$ cat config.mk
export PLATFORM = sky130hd
export DESIGN_NAME = div_iter
export DESIGN_NICKNAME = d
export VERILOG_FILES = /design/src/rtl/div_iter.sv
export SDC_FILE = /design/constraint.sdc
export NUM_CORES = 1
export LEC_CHECK = 0
export ABC_AREA = 0
export CAP_MARGIN = 20
export CORE_MARGIN = 1
export CORE_UTILIZATION = 56
export DETAILED_ROUTE_END_ITERATION = 8
export GPL_TIMING_DRIVEN = 0
export PLACE_DENSITY = 0.81
export SLEW_MARGIN = 5
export SYNTH_ARGS = -nofsm -noshare
export SYNTH_HDL_FRONTEND = slang
export SYNTH_SLANG_ARGS = --single-unit
$ cat constraint.sdc
create_clock -name clk_in -period 3.55 [get_ports clk_in]
set_input_delay 0.5325 -clock clk_in [delete_from_list [all_inputs] [get_ports clk_in]]
set_output_delay 0.5325 -clock clk_in [all_outputs]
set_load 0.02 [all_outputs]
$ cat src/rtl/div_iter.sv
// Iterative restoring divider: one quotient bit per cycle, MSB first.
// Optional DIV_ITER_EARLY_OUT_EN skips the iteration when divisor=0 or dividend<divisor.
module div_iter #(
  parameter int XLEN = 32
) (
  input  logic            clk_in,
  input  logic            reset_in,
  input  logic [XLEN-1:0] dividend,
  input  logic [XLEN-1:0] divisor,
  input  logic            req_in,
  input  logic            is_q_in,
  output logic            ready_out,
  output logic [XLEN-1:0] result_out
);

  typedef enum logic [1:0] {IDLE, BUSY, DONE} state_t;

  localparam logic [5:0] LAST_STEP = 6'(XLEN - 1);

  state_t          state;
  logic [XLEN-1:0] dvd;
  logic [XLEN-1:0] dsr;
  logic [XLEN-1:0] rem;
  logic [5:0]      cnt;
  logic            is_q;

  logic [XLEN:0]   rem_shift;
  logic [XLEN-1:0] rem_diff;
  logic            q_bit;

  // The shifted partial remainder keeps one extra bit so divisors above 2^(XLEN-1) still compare correctly.
  always_comb begin
    rem_shift = {rem, dvd[XLEN-1]};
    q_bit     = (rem_shift >= {1'b0, dsr});
    rem_diff  = rem_shift[XLEN-1:0] - dsr;
  end

`ifdef DIV_ITER_EARLY_OUT_EN
  logic early;
  assign early = (divisor == '0) || (dividend < divisor);
`endif

  // dvd doubles as the quotient register: dividend bits shift out the top while quotient bits shift in below.
  always_ff @(posedge clk_in) begin
    if (!reset_in) begin
      state      <= IDLE;
      dvd        <= '0;
      dsr        <= '0;
      rem        <= '0;
      cnt        <= '0;
      is_q       <= 1'b0;
      ready_out  <= 1'b0;
      result_out <= '0;
    end else begin
      ready_out <= 1'b0;
      case (state)
        IDLE: begin
          if (req_in) begin
            dvd   <= dividend;
            dsr   <= divisor;
            is_q  <= is_q_in;
            rem   <= '0;
            cnt   <= '0;
            state <= BUSY;
`ifdef DIV_ITER_EARLY_OUT_EN
            if (early) begin
              dvd   <= (divisor == '0) ? '1 : '0;
              rem   <= dividend;
              state <= DONE;
            end
`endif
          end
        end
        BUSY: begin
          if (!req_in) begin
            state <= IDLE;
          end else begin
            rem <= q_bit ? rem_diff : rem_shift[XLEN-1:0];
            dvd <= {dvd[XLEN-2:0], q_bit};
            cnt <= cnt + 6'd1;
            if (cnt == LAST_STEP) begin
              state <= DONE;
            end
          end
        end
        DONE: begin
          ready_out  <= 1'b1;
          result_out <= is_q ? dvd : rem;
          state      <= IDLE;
        end
        default: begin
          state <= IDLE;
        end
      endcase
    end
  end

endmodule
==> results of run 1 <==
==> flip-flops by register name (all words and copies together) (netlist names) <==
| register | count |
|---|---|
| cnt | 6 |
| dsr | 32 |
| dvd | 32 |
| is_q | 1 |
| ready_out | 1 |
| rem | 32 |
| result_out | 32 |
| state | 2 |
==> Yosys cell counts, types with 4 or more instances <==
cell type	count
a21boi_0	35
a21o_1	15
a21oi_1	41
a31oi_1	9
and3_1	6
buf_1	10
clkbuf_1	44
clkbuf_8	4
dfxtp_1	138
ha_1	33
inv_1	39
mux2i_1	78
nand2_1	201
nand2b_1	6
nand3_1	21
nand4_1	8
nor2_1	18
nor2b_1	7
nor3_1	7
o211a_1	62
o211ai_1	6
o21a_1	4
o21ai_0	30
o21ai_1	22
o21bai_1	6
xnor2_1	13
xor2_1	14
==> layout make-up <==
cell class,instances,area share [%]
clock buffer,20,4.77
inverter,39,1.53
clock inverter,11,0.758
buffer,68,3.55
sequential,138,28.8
timing repair buffer,99,10.3
multi-input combinational,687,47.9
tap,176,2.30
==> tightest hold or removal path: cells and delay by family (launching register included) <==
kind             cells  cell delay (ns)
AO/OA/AOI/OAI        1             0.06
flip-flops           1             0.31
AND/OR/NAND/NOR      1             0.04
==> power breakdown <==
group | switching [W] | internal, W
clock network | 0.000682 | 0.000921
registers | 0.0000432 | 0.00160
logic | 0.000419 | 0.000347
==> worst paths after layout <==
path         endpoint  slack, ns  depth (start not counted)
min           dsr[15]       0.46                          2
min reg2reg   dsr[15]       0.46                          2
max reg2reg   rem[31]       0.39                         12
max           rem[31]       0.39                         12
==> kinds of logic after synthesis <==
kind of cell / count (synthesis) / synth area share [%]
multiplexers: 80 / 10.2
AND/OR/NAND/NOR: 296 / 16.6
adder cells (fa/ha/maj): 34 / 5.52
AO/OA/AOI/OAI: 250 / 23.2
buffers and inverters: 107 / 6.21
XOR/XNOR: 27 / 3.02
flip-flops: 138 / 35.2
==> through the flow <==
stage / cell area [um2] / power [W] / hold slack [ns] / setup slack (ns) / cells
6_report: 9580 / 0.00402 / 0.462 / 0.393 / 1238
5_1_grt: 9580 / 0.00419 / 0.486 / 0.0849 / 1238
4_1_cts: 9580 / 0.00402 / 0.465 / 0.407 / 1238
3_5_place_dp: 9050 / 0.00243 / 0.457 / 0.415 / 1207
3_3_place_gp: 9050 / 0.00242 / 0.451 / 0.430 / 1207
2_1_floorplan: 7840 / 0.00220 / 0.443 / 0.994 / 932
==> routing by layer <==
layer	track usage [%]	wire, um	up-vias
li1	-	-	3513
met1	40.9	9640	3377
met2	48.9	9550	269
met3	6.18	1530	19
met4	8.95	220	0
met5	0	0	-
==> flow_summary.yaml, run 1 <==
timing:
  fin_crit_sh_pct: 88.9
  period_minus_slack_ns: 3.16
  hold_viol_final: 0
  setup_tns_ns: 0
  max_freq_mhz: 317
  fin_skew_ns: 0.00719
  setup_violations: 0
  rsz0062_at_grt: "false"
  slew_headroom_pct: 47.1
  maxSlewViolCount: 0
  worst_slew_pin_slew_ns: 0.774
floorplan:
  die_area_um2: 14500
  die_h_um: 120
  die-width_um: 120
  start_util_pct: 58.3
  ios: 101
  fp-row-count: 42
  core_area_um2: 13500
clock_tree:
  cts_sinks: 138
  path_clk_slew_ns: 0.06
  cts_max_level: 4
  postCtsHoldBufs: 0
  cts_tree: "yes"
  clockBufferDepth: 2
  post_cts_resized: 0
  insertion_delay_ns: 0.42
  post_cts_buffers: 0
  cts_buffers: 17
  root_buffer: "clkbuf_16"
worst_setup_path:
  cp_max_fo: 10
  path_buf_inv: 3
  r2r_start: "dsr[22]"
  crit_top_cell: "clkbuf_1"
  critical_path_required_ns: 3.87
  critPathArrivalTime_ns: 3.47
  start_kind: "flip-flop"
  worstSetupPathType: "reg2reg"
  critPathSlowestCell: "clkbuf_1"
  crit_family: "compound AO/OA/AOI/OAI gates"
  critPathMaxStageDelay_ns: 0.44
  startpoint: "dsr[22]"
  path_cells: "inv_1 > ha_1 > clkbuf_1 > nand4_1 > nor3_1 > nand2_1 > o311ai_1 > a21oi_1 > nand3b_2 > clkbuf_1 > a31oi_1 > a21o_1"
  cp-end-kind: "flip-flop"
min_path:
  min_from: "dsr[15]"
  worstHoldPathType: "reg2reg"
power:
  powerDensity_nw_per_um2: 419
  total_leakage_power_nw: 4.32
  ir_drop_mv: 0.328
outcome:
  status: "complete, no violations"
yosys:
  synth_edf_count: 0
  synth-seq-area-share_pct: 35.2
  ys_ff_latch: 138
  syn-mean-instance-area_um2: 8.41
  netlist_top_cells_area: "dfxtp_1, mux2i_1, nand2_1, o211a_1, ha_1"
  synth_ff_type: "dfxtp_1"
  syn_area_um2: 7840
  synth-warning-count: 0
  synthArstFlopShare_pct: 0
  synth_largest_area_cell: "dfxtp_1"
  synth_top_area_share_pct: 35.2
  synthDistinctLibCells: 64
  synth_nets: 1034
  syn_inst: 932
place:
  dpl.hpwl_mm: 15.8
  io_buffers: 99
  gp_congestion: 0.940
grt:
  grt_max_degree: 17
  grt_overflow: 0
  grt_pass1_vias: 6699
  antenna_found_initial: 0
  grt_pass1_wl_mm: 34.1
  grt_usage_pct: 30.3
detailed_routing:
  routed_wl_mm: 20.9
  drc: 0
  drt_iter0_markers: 517
  ant_nets: 0
  vias_per_cell: 5.80
  vias: 7178
  firstDrtPassIters: 5
  wire_per_inst_um: 16.9
final_layout:
  area.growth.synth_to_final_pct: 22.2
  layout.nets: 1152
  final_util_pct: 71.2
  diodes: 0
  final_cell_mix: "nand2_1, dfxtp_1, clkdlybuf4s50_1, mux2i_1, o211a_1"
  multi_input_area_um2: 4590
  ff_latch_area_um2: 2760
  n_fill_cell: 1108
  drive_gt1_share_pct: 5.65
  layout_commonest_cell: "nand2_1"
run:
  maxCapViolCount: 0
No activity file was read; power rests on OpenSTA's default activity.
==> run 2: changes to the inputs <==
--- a/config.mk
+++ b/config.mk
@@ -11,8 +11,9 @@
 export CORE_UTILIZATION = 56
 export DETAILED_ROUTE_END_ITERATION = 8
 export GPL_TIMING_DRIVEN = 0
+export MAX_ROUTING_LAYER = met4
 export PLACE_DENSITY = 0.81
-export SLEW_MARGIN = 5
+export SLEW_MARGIN = 20
 export SYNTH_ARGS = -nofsm -noshare
 export SYNTH_HDL_FRONTEND = slang
 export SYNTH_SLANG_ARGS = --single-unit
==> flow_summary.yaml, run 2 (synthesized netlist as in run 1, its figures left out) <==
timing:
  setup_violations: 0
  fin_skew_ns: 0.0115
  worst_slew_pin_slew_ns: 0.891
  rsz0062_at_grt: "false"
  hold_slack_ns: 0.461
  setup_tns_ns: 0
  slew_headroom_pct: 40.6
  max_freq_mhz: 313
  hold_viol_final: 0
  period_minus_slack_ns: 3.19
  maxSlewViolCount: 0
  fin_crit_sh_pct: 89.9
power:
  ir_drop_mv: 0.364
  total_leakage_power_nw: 4.38
  powerDensity_nw_per_um2: 448
detailed_routing:
  vias_per_cell: 5.82
  wire_per_inst_um: 17.6
  drt_iter0_markers: 650
  vias: 7207
  firstDrtPassIters: 5
  ant_nets: 0
  drc: 0
  routed_wl_mm: 21.8
worst_setup_path:
  r2r_start: "dsr[22]"
  worstSetupPathType: "reg2reg"
  critPathArrivalTime_ns: 3.50
  reg2reg_to: "rem[22]"
  start_kind: "flip-flop"
  reg2reg_depth: 14
  cp-end-kind: "flip-flop"
  reg2reg_slack_ns: 0.36
  cp_max_fo: 10
  critical_path_required_ns: 3.85
clock_tree:
  cts_max_level: 4
  root_buffer: "clkbuf_16"
  cts_buffers: 17
  insertion_delay_ns: 0.43
  post_cts_buffers: 0
  clockBufferDepth: 2
  post_cts_resized: 0
  cts_sinks: 138
  cts_tree: "yes"
  path_clk_slew_ns: 0.06
  postCtsHoldBufs: 0
run:
  maxCapViolCount: 0
floorplan:
  core_area_um2: 13500
  fp-row-count: 42
  die-width_um: 120
  die_area_um2: 14500
  ios: 101
  die_h_um: 120
  start_util_pct: 58.3
final_layout:
  layout.nets: 1152
  final_cell_mix: "nand2_1, dfxtp_1, clkdlybuf4s50_1, mux2i_1, o211a_1"
  area.growth.synth_to_final_pct: 23.5
  layout_commonest_cell: "nand2_1"
  final_area_um2: 9680
  final_util_pct: 71.9
  drive_gt1_share_pct: 5.74
  diodes: 0
  n_fill_cell: 1108
grt:
  grt_pass1_vias: 6736
  grt_pass1_wl_mm: 34.7
  grt_usage_pct: 31.8
  grt_overflow: 0
  grt_max_degree: 17
  antenna_found_initial: 0
place:
  io_buffers: 99
  placed_area_um2: 9050
  gp_congestion: 0.930
  dpl.hpwl_mm: 16.2
min_path:
  worstHoldPathType: "reg2reg"
  hold_path_end: "dsr[9]"
  hold_depth: 2
  min_from: "dsr[9]"
outcome:
  status: "complete, no violations"
-- run 2: how the worst max path moves through the flow --
stage,start,end,slack [ns]
2_1_floorplan,dsr[22],rem[11],0.99
3_3_place_gp,dsr[23],rem[12],0.41
3_5_place_dp,dsr[23],rem[31],0.43
4_1_cts,dsr[22],rem[22],0.39
5_1_grt,dsr[23],rem[22],0.11
6_report,dsr[22],rem[22],0.36
-- run 2: power by group --
part,switching [W],internal (W),total (W)
clock,0.000718,0.00120,0.00192
combinational,0.000425,0.000347,0.000772
sequential,0.0000443,0.00160,0.00165
-- run 2: final cells by class --
class	count	area [um2]	area share, %
Multi-Input combinational cell	687	4590	47.4
Sequential cell	138	2760	28.5
Timing Repair Buffer	99	991	10.2
Clock buffer	19	443	4.58
Buffer	68	340	3.52
Tap cell	176	220	2.28
Clock inverter	13	188	1.94
Inverter	39	146	1.51
-- run 2: worst max-delay path, cell delays in order, from the launching register on --
cell and delay [ns]:
dfxtp_1 0.33, inv_1 0.06, ha_1 0.27, clkbuf_1 0.31, nand4_1 0.25, nor3_1 0.34, nand2_1 0.09, o311ai_1 0.34
a21oi_1 0.13, nand3b_2 0.11, buf_2 0.24, buf_2 0.29, nor2_1 0.08, a21oi_1 0.14, o21ai_1 0.09
-- run 2: metal layers --
metal  GRT usage (%)  wire, um
met2            50.1     10000
met1            42.3     10200
met5               -         0
met4            8.10       310
met3            5.61      1340
-- run 2: through the flow --
stage | setup slack, ns | std cells | power [W]
2_1_floorplan | 0.994 | 932 | 0.00220
3_3_place_gp | 0.410 | 1207 | 0.00243
3_5_place_dp | 0.426 | 1207 | 0.00244
4_1_cts | 0.394 | 1239 | 0.00434
5_1_grt | 0.114 | 1239 | 0.00448
6_report | 0.358 | 1239 | 0.00434
